[src/rtl/mfcc_log_pkg.sv]
// Shared definitions for the MFCC log-energy stage.
//   SCALE_20LOG / SCALE_10LOG : dB-per-octave multipliers, Q0.8
//   lut_t / gen_mant_lut      : mantissa log2 table, Q0.8, up to 8 index bits
//   stage_t                   : stage-1 payload (k, m, mode, zero)
package mfcc_log_pkg;

  localparam int SCALE_20LOG = 1541;  // 20*log10(2) * 256
  localparam int SCALE_10LOG = 771;   // 10*log10(2) * 256
  localparam int LUT_DEPTH   = 256;
  localparam int LUT_W       = 9;
  localparam int K_W         = 8;
  localparam int M_W         = 8;

  typedef logic [LUT_DEPTH-1:0][LUT_W-1:0] lut_t;

  typedef struct packed {
    logic [K_W-1:0] k;
    logic [M_W-1:0] m;
    logic           mode;
    logic           zero;
  } stage_t;

  // round(256*log2(1 + m/2^frac_bits)) with integers only: repeated squaring
  // of a Q1.30 value yields 9 fractional bits of log2, then round-half-up.
  function automatic lut_t gen_mant_lut(input int frac_bits);
    lut_t        lut;
    logic [63:0] y;
    int          f;
    lut = '0;
    for (int m = 0; m < (1 << frac_bits); m++) begin
      y = (64'(m) + (64'd1 << frac_bits)) << (30 - frac_bits);
      f = 0;
      for (int b = 0; b < 9; b++) begin
        y = (y * y) >> 30;
        f = f << 1;
        if (y >= (64'd2 << 30)) begin
          f = f | 1;
          y = y >> 1;
        end
      end
      lut[m] = LUT_W'((f + 1) >> 1);
    end
    return lut;
  endfunction

endpackage

[src/rtl/lead_one_detect.sv]
// Combinational leading-one detector.
//   i_num  : input word
//   o_idx  : index of highest set bit (0 when i_num == 0)
//   o_zero : i_num == 0
module lead_one_detect #(
  parameter int W = 32
) (
  input  logic [W-1:0]         i_num,
  output logic [$clog2(W)-1:0] o_idx,
  output logic                 o_zero
);

  localparam int IW = $clog2(W);

  // Ascending scan: the last hit is the highest set bit.
  always_comb begin
    o_idx = '0;
    for (int i = 0; i < W; i++)
      if (i_num[i]) o_idx = IW'(i);
  end

  assign o_zero = (i_num == '0);

endmodule

[src/rtl/log_energy_pipe.sv]
// Streaming fixed-point energy-to-dB converter, 3-stage pipeline, global stall.
//   clk, rst_n          : clock, async active-low reset
//   valid_i / ready_o   : input handshake; number_i, mode_i sampled on transfer
//   valid_o / ready_i   : output handshake; log_o (Q.OUT_FRAC dB), zero_o
// Stage 1: leading-one detect + mantissa, stage 2: log2 in Q.8,
// stage 3: scale by dB/octave, round half-up, saturate.
module log_energy_pipe
  import mfcc_log_pkg::*;
#(
  parameter int IN_W      = 32,
  parameter int FRAC_BITS = 4,
  parameter int OUT_W     = 10,
  parameter int OUT_FRAC  = 2
) (
  input  logic             clk,
  input  logic             rst_n,
  input  logic             valid_i,
  output logic             ready_o,
  input  logic [IN_W-1:0]  number_i,
  input  logic             mode_i,
  output logic             valid_o,
  input  logic             ready_i,
  output logic [OUT_W-1:0] log_o,
  output logic             zero_o
);

  localparam int   KW     = $clog2(IN_W);
  localparam int   LW     = KW + 8;
  localparam int   STAGES = 3;
  localparam lut_t LUT    = gen_mant_lut(FRAC_BITS);

  logic [STAGES:1]      r_vld_pipe;
  logic                 w_adv;

  logic [KW-1:0]        w_idx;
  logic                 w_zero;
  logic [KW-1:0]        w_shamt;
  logic [IN_W-1:0]      w_norm;
  logic [IN_W+FRAC_BITS-1:0] w_ext;
  logic [FRAC_BITS-1:0] w_m;
  stage_t               w_s1, r_s1;

  logic [LW-1:0]        w_l, r_l;
  logic                 r_mode2, r_zero2;

  logic [39:0]          w_p, w_r;
  logic                 w_sat;
  logic [OUT_W-1:0]     w_log, r_log;
  logic                 r_zero;

  assign w_adv   = !r_vld_pipe[STAGES] || ready_i;
  assign ready_o = w_adv;
  assign valid_o = r_vld_pipe[STAGES];
  assign log_o   = r_log;
  assign zero_o  = r_zero;

  // Stage 1: shift the leading one to the MSB, then take the bits below it;
  // the zero tail appended on the right covers k < FRAC_BITS.
  lead_one_detect #(.W(IN_W)) u_lod (
    .i_num  (number_i),
    .o_idx  (w_idx),
    .o_zero (w_zero)
  );

  assign w_shamt = KW'(IN_W - 1) - w_idx;
  assign w_norm  = number_i << w_shamt;
  assign w_ext   = {w_norm, {FRAC_BITS{1'b0}}};
  assign w_m     = FRAC_BITS'(w_ext >> (IN_W - 1));
  assign w_s1    = '{k: K_W'(w_idx), m: M_W'(w_m), mode: mode_i, zero: w_zero};

  // Stage 2: integer part k in the upper bits, table fraction below.
  assign w_l = LW'({r_s1.k, 8'd0}) + LW'(LUT[r_s1.m]);

  // Stage 3: Q.8 * Q0.8 = Q.16, rounded down to OUT_FRAC bits.
  assign w_p   = 40'(r_l) * 40'(r_mode2 ? SCALE_10LOG : SCALE_20LOG);
  assign w_r   = (w_p + (40'd1 << (15 - OUT_FRAC))) >> (16 - OUT_FRAC);
  assign w_sat = w_r > 40'((64'd1 << OUT_W) - 1);
  assign w_log = r_zero2 ? '0 : (w_sat ? '1 : OUT_W'(w_r));

  always_ff @(posedge clk or negedge rst_n) begin
    if (!rst_n) begin
      r_vld_pipe <= '0;
      r_s1       <= '0;
      r_l        <= '0;
      r_mode2    <= 1'b0;
      r_zero2    <= 1'b0;
      r_log      <= '0;
      r_zero     <= 1'b0;
    end else if (w_adv) begin
      r_vld_pipe <= {r_vld_pipe[STAGES-1:1], valid_i};
      r_s1       <= w_s1;
      r_l        <= w_l;
      r_mode2    <= r_s1.mode;
      r_zero2    <= r_s1.zero;
      r_log      <= w_log;
      r_zero     <= r_zero2;
    end
  end

endmodule
[config.mk]
export PLATFORM = sky130hd
export DESIGN_NAME = log_energy_pipe
export DESIGN_NICKNAME = d
export VERILOG_FILES = /design/src/rtl/mfcc_log_pkg.sv /design/src/rtl/lead_one_detect.sv /design/src/rtl/log_energy_pipe.sv
export SDC_FILE = /design/constraint.sdc
export NUM_CORES = 1
export LEC_CHECK = 0
export ABC_AREA = 1
export BUFFER_PORTS_ARGS = -buffer_cell sky130_fd_sc_hd__buf_2
export CAP_MARGIN = 20
export CORE_ASPECT_RATIO = 1.2
export CORE_MARGIN = 5
export CORE_UTILIZATION = 62
export CTS_CLUSTER_DIAMETER = 100
export DETAILED_ROUTE_END_ITERATION = 10
export HOLD_SLACK_MARGIN = 0.08
export PLACE_DENSITY = 0.82
export SLEW_MARGIN = 20
export SYNTH_ARGS = -nofsm -noshare
export SYNTH_HDL_FRONTEND = slang
export SYNTH_SLANG_ARGS = --single-unit
[constraint.sdc]
create_clock -name clk -period 6.85 [get_ports clk]
set_input_delay 1.0275 -clock clk [delete_from_list [all_inputs] [get_ports clk]]
set_output_delay 1.0275 -clock clk [all_outputs]
set_load 0.02 [all_outputs]
==> Word-level counts from Yosys, hierarchy flattened <==
Memories as Yosys holds them, arrays and structs flattened.
Cells that the tools add are included.
{ "word_totals": {"mem_bits_ro": 144, "in_bits": 37, "mem_count": 1, "ramBits": 0, "output_inout_bits": 13, "reg_bits": 40, "elab_cells": 56, "latch_bits": 0} }
{ "mem_list": {"columns": ["name", "depth", "width", "read_ports", "rd_clocked_by_memory_dff", "wr", "line_no", "text"], "rows": [
  ["(name not given)", 16, 9, 1, 0, 0, "log_energy_pipe.sv:72", "assign w_l = LW'({r_s1.k, 8'd0}) + LW'(LUT[r_s1.m]);"]
]} }
{ "op_classes": {"bitwise": 0, "muxes": 35, "reduce_logical": 3, "shifts": 1, "n_eq_ne": 0, "n_lt_le_gt_ge": 2, "n_mul": 1, "addsub": 3, "n_div": 0} }
{ "ops": {"columns": ["operator", "n"], "rows": [
  ["$mux W5", 16],
  ["$logic_not A32 Y1", 1],
  ["$mux W4", 8],
  ["$shl A32 B5 Y31", 1],
  ["$add A24 B14 Y25 const B", 1],
  ["$mul A13 B11 Y24", 1],
  ["$mux W10", 2],
  ["$add A13 B9 Y13", 1],
  ["$mux W3", 4],
  ["$gt A11 B10 Y1 const B", 1],
  ["$mux W11", 1],
  ["$lt A4 B9 Y1 const B", 1],
  ["$mux W9", 1],
  ["$sub A5 B5 Y5 const A", 1],
  ["$mux W2", 2],
  ["$logic_not A1 Y1", 1],
  ["$logic_or A1 B1 Y1", 1],
  ["$mux W1", 1]
]} }

==> Longest topological paths before layout <==
Gate-level depths: netlist of run 1.
{ "logic_depth": {"ltp_word": 33, "mapped_depth": 40, "mapped_depth_nobuf": 39} }

==> Modules after synthesis <==
From an unflattened synthesis of run 1, not the netlist that was laid out.
{ "hier_totals": {"hier_cells": 939, "hier_area_um2": 6247.2} }
{ "by_module_without_submodules": {"columns": ["mod", "n_inst", "seq_area_each_um2", "cells_per_inst", "area_each_um2"], "rows": [
  ["log_energy_pipe", 1, 1001.0, 833, 5831.8],
  ["lead_one_detect", 1, 0.0, 106, 415.4]
]} }

==> Worst setup path after synthesis of run 1 <==
OpenSTA, ideal clock, no wires.
{ "synth_timing": {"kind": "reg2reg", "from": "register r_mode2", "to": "register r_log[9], in the netlist log_o[9]", "path_slack_ns": 1.188, "setup_ns": 0.120, "t_required_ns": 6.730, "arrival_ns": 5.542, "path_stages_with_launch": 37, "period_less_slack_ns": 5.662, "path_buffers": 2, "path_cell_list": "dfrtp_1 > clkbuf_1 > clkbuf_1 > nand2_1 > fa_1 > inv_1 > ha_1 > fa_1 > inv_1 > fa_1 > fa_1 > inv_1 > ha_1 > nand4_1 > nor2_1 > o21ai_0 > o2111ai_1 > nand2_1 > inv_1 > nor2_1 > nor2_1 > nor3_1 > nor2_1 > nand3_1 > nand2_1 > nand3_1 > nand2_1 > nand2_1 > inv_1 > or2_1 > nand2_1 > inv_1 > or2_1 > nand2_1 > nand2_1 > o21ai_1 > nand2_1"} }
{ "synth_between": {"elab_chain_cells": 6} }
{ "synth_lines": {"columns": ["item", "line_no", "text"], "rows": [
  ["start: declaration", "log_energy_pipe.sv:44", "logic r_mode2, r_zero2;"],
  ["start signal: assignment", "log_energy_pipe.sv:93", "r_mode2 <= r_s1.mode;"],
  ["$mux W11 *", "log_energy_pipe.sv:75", "assign w_p = 40'(r_l) * 40'(r_mode2 ? SCALE_10LOG : SCALE_20LOG);"],
  ["$mul A13 B11 Y24 *", "log_energy_pipe.sv:75", null],
  ["$add A24 B14 Y25 *", "log_energy_pipe.sv:76", "assign w_r = (w_p + (40'd1 << (15 - OUT_FRAC))) >> (16 - OUT_FRAC);"],
  ["$gt A11 B10 Y1", "log_energy_pipe.sv:77", "assign w_sat = w_r > 40'((64'd1 << OUT_W) - 1);"],
  ["$mux W10 * (2 in a row)", "log_energy_pipe.sv:78", "assign w_log = r_zero2 ? '0 : (w_sat ? '1 : OUT_W'(w_r));"],
  ["end signal: assignment", "log_energy_pipe.sv:95", "r_log <= w_log;"],
  ["end: declaration", "log_energy_pipe.sv:48", "logic [OUT_W-1:0] w_log, r_log;"]
]} }
Mark *: on every way between the ends. The rest lies on a longest branch, timed or not.
A chain may end at the register's enable or synchronous reset.

==> Worst setup path after layout of run 1 <==
{ "layout_timing": {"from": "register r_mode2", "to": "register r_log[1], in the netlist log_o[1]"} }
Same word-level chain as after synthesis.

==> flow_metrics.tcl, run 1 <==
set metrics [dict create \
    status "finished clean" \
    grt_pass1_vias 5255 \
    synth_top_area_share_pct 21.2 \
    synthArstFlopShare_pct 100 \
    grt_overflow_total 0 \
    syn-num-nets 977 \
    synth_edf_count 0 \
    tritoncts "done" \
    clk_latency_ns 0.30 \
    cp_num_buf_inv 6 \
    skew_ns 0.0137 \
    post_drt_wl_per_cell_um 13.6 \
    start_util_pct 63.3 \
    holdWs_ns 0.484 \
    cp_max_fo 10 \
    synth.area.top_cells "ha_1 (21%), dfrtp_1 (18%), nand2_1 (12%), fa_1 (12%), inv_1 (10%)" \
    avgSynthCellArea_um2 7.06 \
    cp_slowest_cell "xnor2_1" \
    synth_warnings 0 \
    cts_htree_levels 2 \
    relSlewSlack_pct 43.8 \
    cts_hold_buf 0 \
    fin_crit_sh_pct 88.2 \
    crit_type "flip-flop to flip-flop" \
    die-area_um2 11200 \
    dr.pass1.iters 5 \
    fmax_ghz 0.166 \
    drive_above_1_share_pct 8.41 \
    end_kind "flip-flop" \
    track_usage_pct 24.3 \
    post_cts_resize_count 0 \
    rows 38 \
    drcViolationCount 0 \
    ys_ff_latch 40 \
    coreArea_um2 9030 \
    vias_per_cell 5.51 \
    finish.utilization_pct 67.5 \
    critical_path.top_delay_family "adder cells" \
    synth_area_um2 5720 \
    cts_root_buffer "clkbuf_8" \
    cts.sinks 40 \
    worstMarginPinSlew_ns 0.842 \
    startpoint_type "flip-flop" \
    die_h_um 115 \
    slowest_delay_ns 0.57 \
    routed_wl_um 13100 \
    placement.io_buffers 49 \
    diodes 0 \
    finalSetupTns_ns 0 \
    first_iter_violations 256 \
    n_fill_cell 816 \
    hp-class "flip-flop to flip-flop" \
    die_x_um 97.7 \
    gp_congestion 0.907 \
    nNetsFinal 1010 \
    clockBufferDepth 2 \
    post_cts_buffers 0 \
    grt_max_degree 47 \
    ys_seq_area_share_pct 17.5 \
    area_growth_pct 6.59 \
    rsz0062_at_grt "false" \
    numCtsBuffers 5 \
    antenna_found_initial 0 \
    syn_inst 810 \
    worstPathArrival_ns 6.24 \
    antenna_left 0 \
    path_common_cell "inv_1" \
    hold_violations 0 \
    finalMaxSlewViolations 0 \
    final_common_cell "nand2_1" \
    fin_crit_ns 6.04 \
    cp.required_ns 7.05 \
    cap_violations 0 \
    setup_violations 0 \
    grt_pass1_wl_um 22900 \
    netlist-cell-type-count 41 \
    clkTransAtPathRegs_ns 0.09 \
    final_cell_mix "nand2_1 (187), inv_1 (154), ha_1 (97)" \
    dp_hpwl_um 11000 \
    synth-main-ff-cell "dfrtp_1" \
    io_pins 50 \
    yosysTopAreaCell "ha_1" \
    vias 5312 \
]
-- sequential cells by signal, indices dropped and copies added (netlist names) --
signal,flops
zero_o,1
r_l,13
log_o,10
r_vld_pipe,3
r_s1,11
r_mode2,1
r_zero2,1
-- per-layer routing --
| metal | track usage [%] | wire [µm] | part of all wire, % |
|---|---|---|---|
| met2 | 44.2 | 6700 | 51 |
| met1 | 29.5 | 5360 | 41 |
| met5 | 0 | 0 | 0 |
| met3 | 2.12 | 579 | 4.4 |
| met4 | 10.7 | 478 | 3.6 |
-- final cells by class --
class / count / area, µm² / area share [%]
Sequential cell: 40 / 1000 / 16.4
Tap cell: 120 / 150 / 2.46
Inverter: 155 / 582 / 9.55
Multi-Input combinational cell: 589 / 4000 / 65.6
Timing Repair Buffer: 52 / 268 / 4.39
Clock buffer: 5 / 68.8 / 1.13
Clock inverter: 3 / 23.8 / 0.390
-- stage by stage --
stage	std cells	area, µm²	worst slack [ns]
2_1_floorplan	810	5720	1.19
3_3_place_gp	956	6000	1.06
3_5_place_dp	956	6000	0.876
4_1_cts	964	6090	0.844
5_1_grt	964	6090	0.351
6_report	964	6090	0.808
-- worst paths after layout --
check                              startpoint       endpoint  slack, ns  cells after the start
min in group asynchronous               rst_n       log_o[4]       0.82                      1
worst min-delay path            r_vld_pipe[2]  r_vld_pipe[3]       0.48                      1
worst min register to register  r_vld_pipe[2]  r_vld_pipe[3]       0.48                      1
max in group asynchronous               rst_n        r_s1[5]       5.49                      1
worst max-delay path                  r_mode2       log_o[1]       0.81                     28
worst max register to register        r_mode2       log_o[1]       0.81                     28
-- cell families after synthesis --
group	share of synthesized area, %
and+or+nand+nor	26.7
buffers and inverters	12.6
adders and majority gates	32.8
AOI/OAI and AO/OA	9.50
DFF	17.5
xor gates and xnor gates	0.766
other	0.131
-- cell usage after synthesis, drive strengths merged (2+ instances only) --
| cell type | instances |
|---|---|
| buf | 11 |
| inv | 155 |
| xnor2 | 4 |
| nor4 | 5 |
| nand3 | 89 |
| clkbuf | 15 |
| nor2 | 65 |
| a22oi | 4 |
| dfrtp | 40 |
| a211oi | 2 |
| fa | 33 |
| ha | 97 |
| nor3 | 3 |
| o211ai | 3 |
| nand2 | 189 |
| nand4 | 4 |
| or2 | 5 |
| a21oi | 25 |
| a22o | 9 |
| o21ai | 40 |
| conb | 2 |
Power of run 1 is left out: the tool's default activity adds up to more than one toggle a clock period on the data nets, which glitch-free logic cannot reach.
==> run 2: changes to the inputs <==
--- a/config.mk
+++ b/config.mk
@@ -8,9 +8,11 @@
 export ABC_AREA = 1
 export BUFFER_PORTS_ARGS = -buffer_cell sky130_fd_sc_hd__buf_2
 export CAP_MARGIN = 20
+export CELL_PAD_IN_SITES_DETAIL_PLACEMENT = 1
+export CELL_PAD_IN_SITES_GLOBAL_PLACEMENT = 1
 export CORE_ASPECT_RATIO = 1.2
 export CORE_MARGIN = 5
-export CORE_UTILIZATION = 62
+export CORE_UTILIZATION = 45
 export CTS_CLUSTER_DIAMETER = 100
 export DETAILED_ROUTE_END_ITERATION = 10
 export HOLD_SLACK_MARGIN = 0.08
==> flow_metrics.tcl, run 2 (same netlist as run 1, synthesis figures left out) <==
set metrics [dict create \
    post_cts_buffers 0 \
    final_cell_mix "nand2_1 (187), inv_1 (154), ha_1 (97)" \
    reg2reg_to "log_o[8]" \
    clkTransAtPathRegs_ns 0.06 \
    diodes 0 \
    cp_slowest_cell "xnor2_1" \
    rows 45 \
    clk_latency_ns 0.29 \
    final_common_cell "nand2_1" \
    largest_register_ffs 13 \
    cap_violations 0 \
    r2r_start "r_mode2" \
    fin_crit_sh_pct 90.1 \
    cp_max_fo 10 \
    fin_crit_ns 6.17 \
    grt_max_degree 47 \
    layout.cells.non_filler 1008 \
    cp.required_ns 7.03 \
    post_dp_cell_area_um2 6060 \
    top_register "r_l" \
    gp_congestion 0.894 \
    die_x_um 113 \
    dr.pass1.iters 4 \
    grt_overflow_total 0 \
    nNetsFinal 1010 \
    track_usage_pct 22.0 \
    skew_ns 0.00457 \
    cts.sinks 40 \
    drcViolationCount 0 \
    hp-class "flip-flop to flip-flop" \
    coreArea_um2 12600 \
    vias_per_cell 5.28 \
    tritoncts "done" \
    slowest_delay_ns 0.61 \
    r2r_slack_ns 0.68 \
    setup_ws_ns 0.680 \
    holdPathStages 1 \
    fmax_ghz 0.162 \
    placement.io_buffers 49 \
    dp_hpwl_um 13600 \
    clockBufferDepth 2 \
    numCtsBuffers 5 \
    vias 5325 \
    start_util_pct 45.5 \
    end_kind "flip-flop" \
    antenna_found_initial 0 \
    startpoint_type "flip-flop" \
    antenna_left 0 \
    grt_pass1_vias 5927 \
    fin_area_um2 6270 \
    status "finished clean" \
    die_h_um 133 \
    cts_htree_levels 2 \
    routed_wl_um 16100 \
    setup_violations 0 \
    drive_above_1_share_pct 8.41 \
    finalMaxSlewViolations 0 \
    hold_violations 0 \
    relSlewSlack_pct 40.3 \
    first_iter_violations 250 \
    die-area_um2 15100 \
    n_fill_cell 1653 \
    rsz0062_at_grt "false" \
    pre_cts_slack_ns 0.773 \
    post_drt_wl_per_cell_um 16.0 \
    path_common_cell "inv_1" \
    area_growth_pct 9.70 \
    finalSetupTns_ns 0 \
    hp-start "r_vld_pipe[2]" \
    cts_hold_buf 0 \
    cts_root_buffer "clkbuf_16" \
    dp_cells 1000 \
    whs_endpoint "r_vld_pipe[3]" \
    crit_type "flip-flop to flip-flop" \
    worstMarginPinSlew_ns 0.896 \
    post_cts_resize_count 0 \
    grt_pass1_wl_um 27500 \
    worstPathArrival_ns 6.35 \
    reg2reg_depth 28 \
    io_pins 50 \
]
==> run 2: changes by cell type in the layout (fill, tap and decap cells not counted), sizes merged <==
cell / delta
bufinv: +3
clkinv: -1
clkinvlp: -2
==> run 2: area by class of cell <==
cell class,instances,area (µm²),area share (%)
Clock buffer,5,125,2.00
Sequential cell,40,1000,16.0
Timing Repair Buffer,52,268,4.27
Clock inverter,3,90.1,1.44
Inverter,155,582,9.28
Multi-Input combinational cell,589,4000,63.8
Tap cell,164,205,3.27
==> run 2: through the flow <==
stage	utilization (%)	hold slack, ns
2_1_floorplan	-	0.440
6_report	49.9	0.480
3_3_place_gp	48.2	0.455
3_5_place_dp	48.2	0.475
4_1_cts	49.9	0.490
5_1_grt	49.9	0.510
==> run 2: worst max path at each step <==
stage / from / endpoint / slack [ns] / depth (start not counted)
5_1_grt: r_mode2 / log_o[8] / 0.19 / 28
3_3_place_gp: r_mode2 / log_o[6] / 1.01 / 28
3_5_place_dp: r_mode2 / log_o[8] / 0.77 / 28
6_report: r_mode2 / log_o[8] / 0.68 / 28
2_1_floorplan: r_mode2 / log_o[9] / 1.19 / 36
4_1_cts: r_mode2 / log_o[1] / 0.70 / 28
==> run 2: routing by layer <==
layer | GRT usage (%) | vias up | part of all wire [%]
met5 | 0 | - | 0
met4 | 6.61 | 0 | 2.2
met3 | 1.50 | 22 | 1.4
met2 | 42.9 | 63 | 55
met1 | 25.2 | 2586 | 41
li1 | - | 2654 | -
==> run 2: worst max-delay path, delay by kind of cell (launching register included) <==
kind,cells,cell delay (ns)
AO/OA/AOI/OAI,6,0.90
AND/OR/NAND/NOR,9,1.04
buffers and inverters,6,0.35
flip-flops,1,0.48
XOR/XNOR,1,0.61
adder cells (fa/ha/maj),6,2.66
Power of run 2 is left out for the same reason.
==> run 3: changes to the inputs <==
--- a/config.mk
+++ b/config.mk
@@ -17,6 +17,7 @@
 export DETAILED_ROUTE_END_ITERATION = 10
 export HOLD_SLACK_MARGIN = 0.08
 export PLACE_DENSITY = 0.82
+export RECOVER_POWER = 50
 export SLEW_MARGIN = 20
 export SYNTH_ARGS = -nofsm -noshare
 export SYNTH_HDL_FRONTEND = slang
==> flow_metrics.tcl, run 3 (same netlist as run 1, synthesis figures left out) <==
set metrics [dict create \
    setup_violations 0 \
    fmax_ghz 0.162 \
    die_h_um 133 \
    crit_type "flip-flop to flip-flop" \
    r2r_start "r_mode2" \
    worstMarginPinSlew_ns 2.16 \
    coreArea_um2 12600 \
    diodes 0 \
    cts_root_buffer "clkbuf_16" \
    post_drt_wl_per_cell_um 16.0 \
    reg2reg_to "log_o[8]" \
    numCtsBuffers 5 \
    path_common_cell "inv_1" \
    finalMaxSlewViolations 88 \
    skew_ns 0.00460 \
    placement.io_buffers 49 \
    finalSetupTns_ns 0 \
    fin_crit_sh_pct 90.1 \
    area_growth_pct 9.54 \
    tritoncts "done" \
    cts_hold_buf 0 \
    seq_area_um2 1000 \
    antenna_left 0 \
    final_cell_mix "nand2_1 (187), inv_1 (154), ha_1 (97)" \
    antenna_found_initial 0 \
    io_pins 50 \
    grt_pass1_wl_um 27500 \
    start_util_pct 45.5 \
    cp_max_fo 10 \
    rsz0062_at_grt "false" \
    grt_overflow_total 0 \
    multiInputGateArea_um2 4000 \
    clockBufferDepth 2 \
    clk_latency_ns 0.29 \
    startpoint_type "flip-flop" \
    end_kind "flip-flop" \
    post_cts_resize_count 0 \
    hold_violations 0 \
    status "finished with violations" \
    cp.required_ns 7.02 \
    n_fill_cell 1657 \
    first_iter_violations 248 \
    violations "max-capacitance violations, max-slew violations" \
    post_cts_buffers 0 \
    grt_max_degree 47 \
    die-area_um2 15100 \
    die_x_um 113 \
    fin_crit_ns 6.17 \
    dr.pass1.iters 4 \
    endpoint "log_o[8]" \
    reg2reg_depth 28 \
    rows 45 \
    cts_htree_levels 2 \
    clkTransAtPathRegs_ns 0.06 \
    final_common_cell "nand2_1" \
    worstPathArrival_ns 6.35 \
    drive_above_1_share_pct 7.94 \
    cp_slowest_cell "xnor2_1" \
    holdPathStages 1 \
    dp_hpwl_um 13600 \
    vias 5326 \
    grt_pass1_vias 5927 \
    vias_per_cell 5.28 \
    top_register "r_l" \
    drcViolationCount 0 \
    nNetsFinal 1010 \
    hp-class "flip-flop to flip-flop" \
    cap_violations 2 \
    track_usage_pct 22.0 \
    cts.sinks 40 \
    largest_register_ffs 13 \
    relSlewSlack_pct -43.7 \
    worstSetupStartpoint "r_mode2" \
    gp_congestion 0.894 \
    r2r_slack_ns 0.68 \
    routed_wl_um 16100 \
    slowest_delay_ns 0.61 \
]
run 3: worst min-delay path by stage:
stage             startpoint             to
2_1_floorplan  r_vld_pipe[2]  r_vld_pipe[3]
3_5_place_dp   r_vld_pipe[2]  r_vld_pipe[3]
4_1_cts        r_vld_pipe[2]  r_vld_pipe[3]
6_report       r_vld_pipe[2]  r_vld_pipe[3]
3_3_place_gp   r_vld_pipe[2]  r_vld_pipe[3]
5_1_grt        r_vld_pipe[2]  r_vld_pipe[3]
run 3: worst max-delay path: cells and delay by family (launching register included):
| kind | cells | cell delay, ns |
|---|---|---|
| adder cells (fa/ha/maj) | 6 | 2.66 |
| AND/OR/NAND/NOR | 9 | 1.04 |
| AO/OA/AOI/OAI | 6 | 0.90 |
| XOR/XNOR | 1 | 0.61 |
| flip-flops | 1 | 0.48 |
| buffers and inverters | 6 | 0.35 |
run 3: per-stage QoR:
| stage | cell area (µm²) | setup WS (ns) | hold slack (ns) | std cells | util (%) |
|---|---|---|---|---|---|
| floorplan | 5720 | 1.19 | 0.440 | 810 | - |
| global placement | 6060 | 1.01 | 0.455 | 1000 | 48.2 |
| detailed placement | 6060 | 0.773 | 0.475 | 1000 | 48.2 |
| CTS | 6270 | 0.703 | 0.490 | 1008 | 49.9 |
| global route | 6260 | 0.182 | 0.510 | 1008 | 49.9 |
| finish | 6260 | 0.676 | 0.482 | 1008 | 49.9 |
run 3: layout make-up:
type / count / area share (%)
clock buffers: 5 / 2.00
clock inverters: 3 / 1.44
inverters: 155 / 9.29
multi-input cells: 589 / 63.8
flip-flops and latches: 40 / 16.0
well taps: 164 / 3.28
repair buffers: 52 / 4.18
run 3: layer usage:
| layer | global-route usage (%) | part of all wire (%) |
|---|---|---|
| met1 | 25.2 | 41 |
| met2 | 42.9 | 55 |
| met3 | 1.50 | 1.4 |
| met4 | 6.61 | 2.2 |
| met5 | 0 | 0 |
Power of run 3 is left out for the same reason.
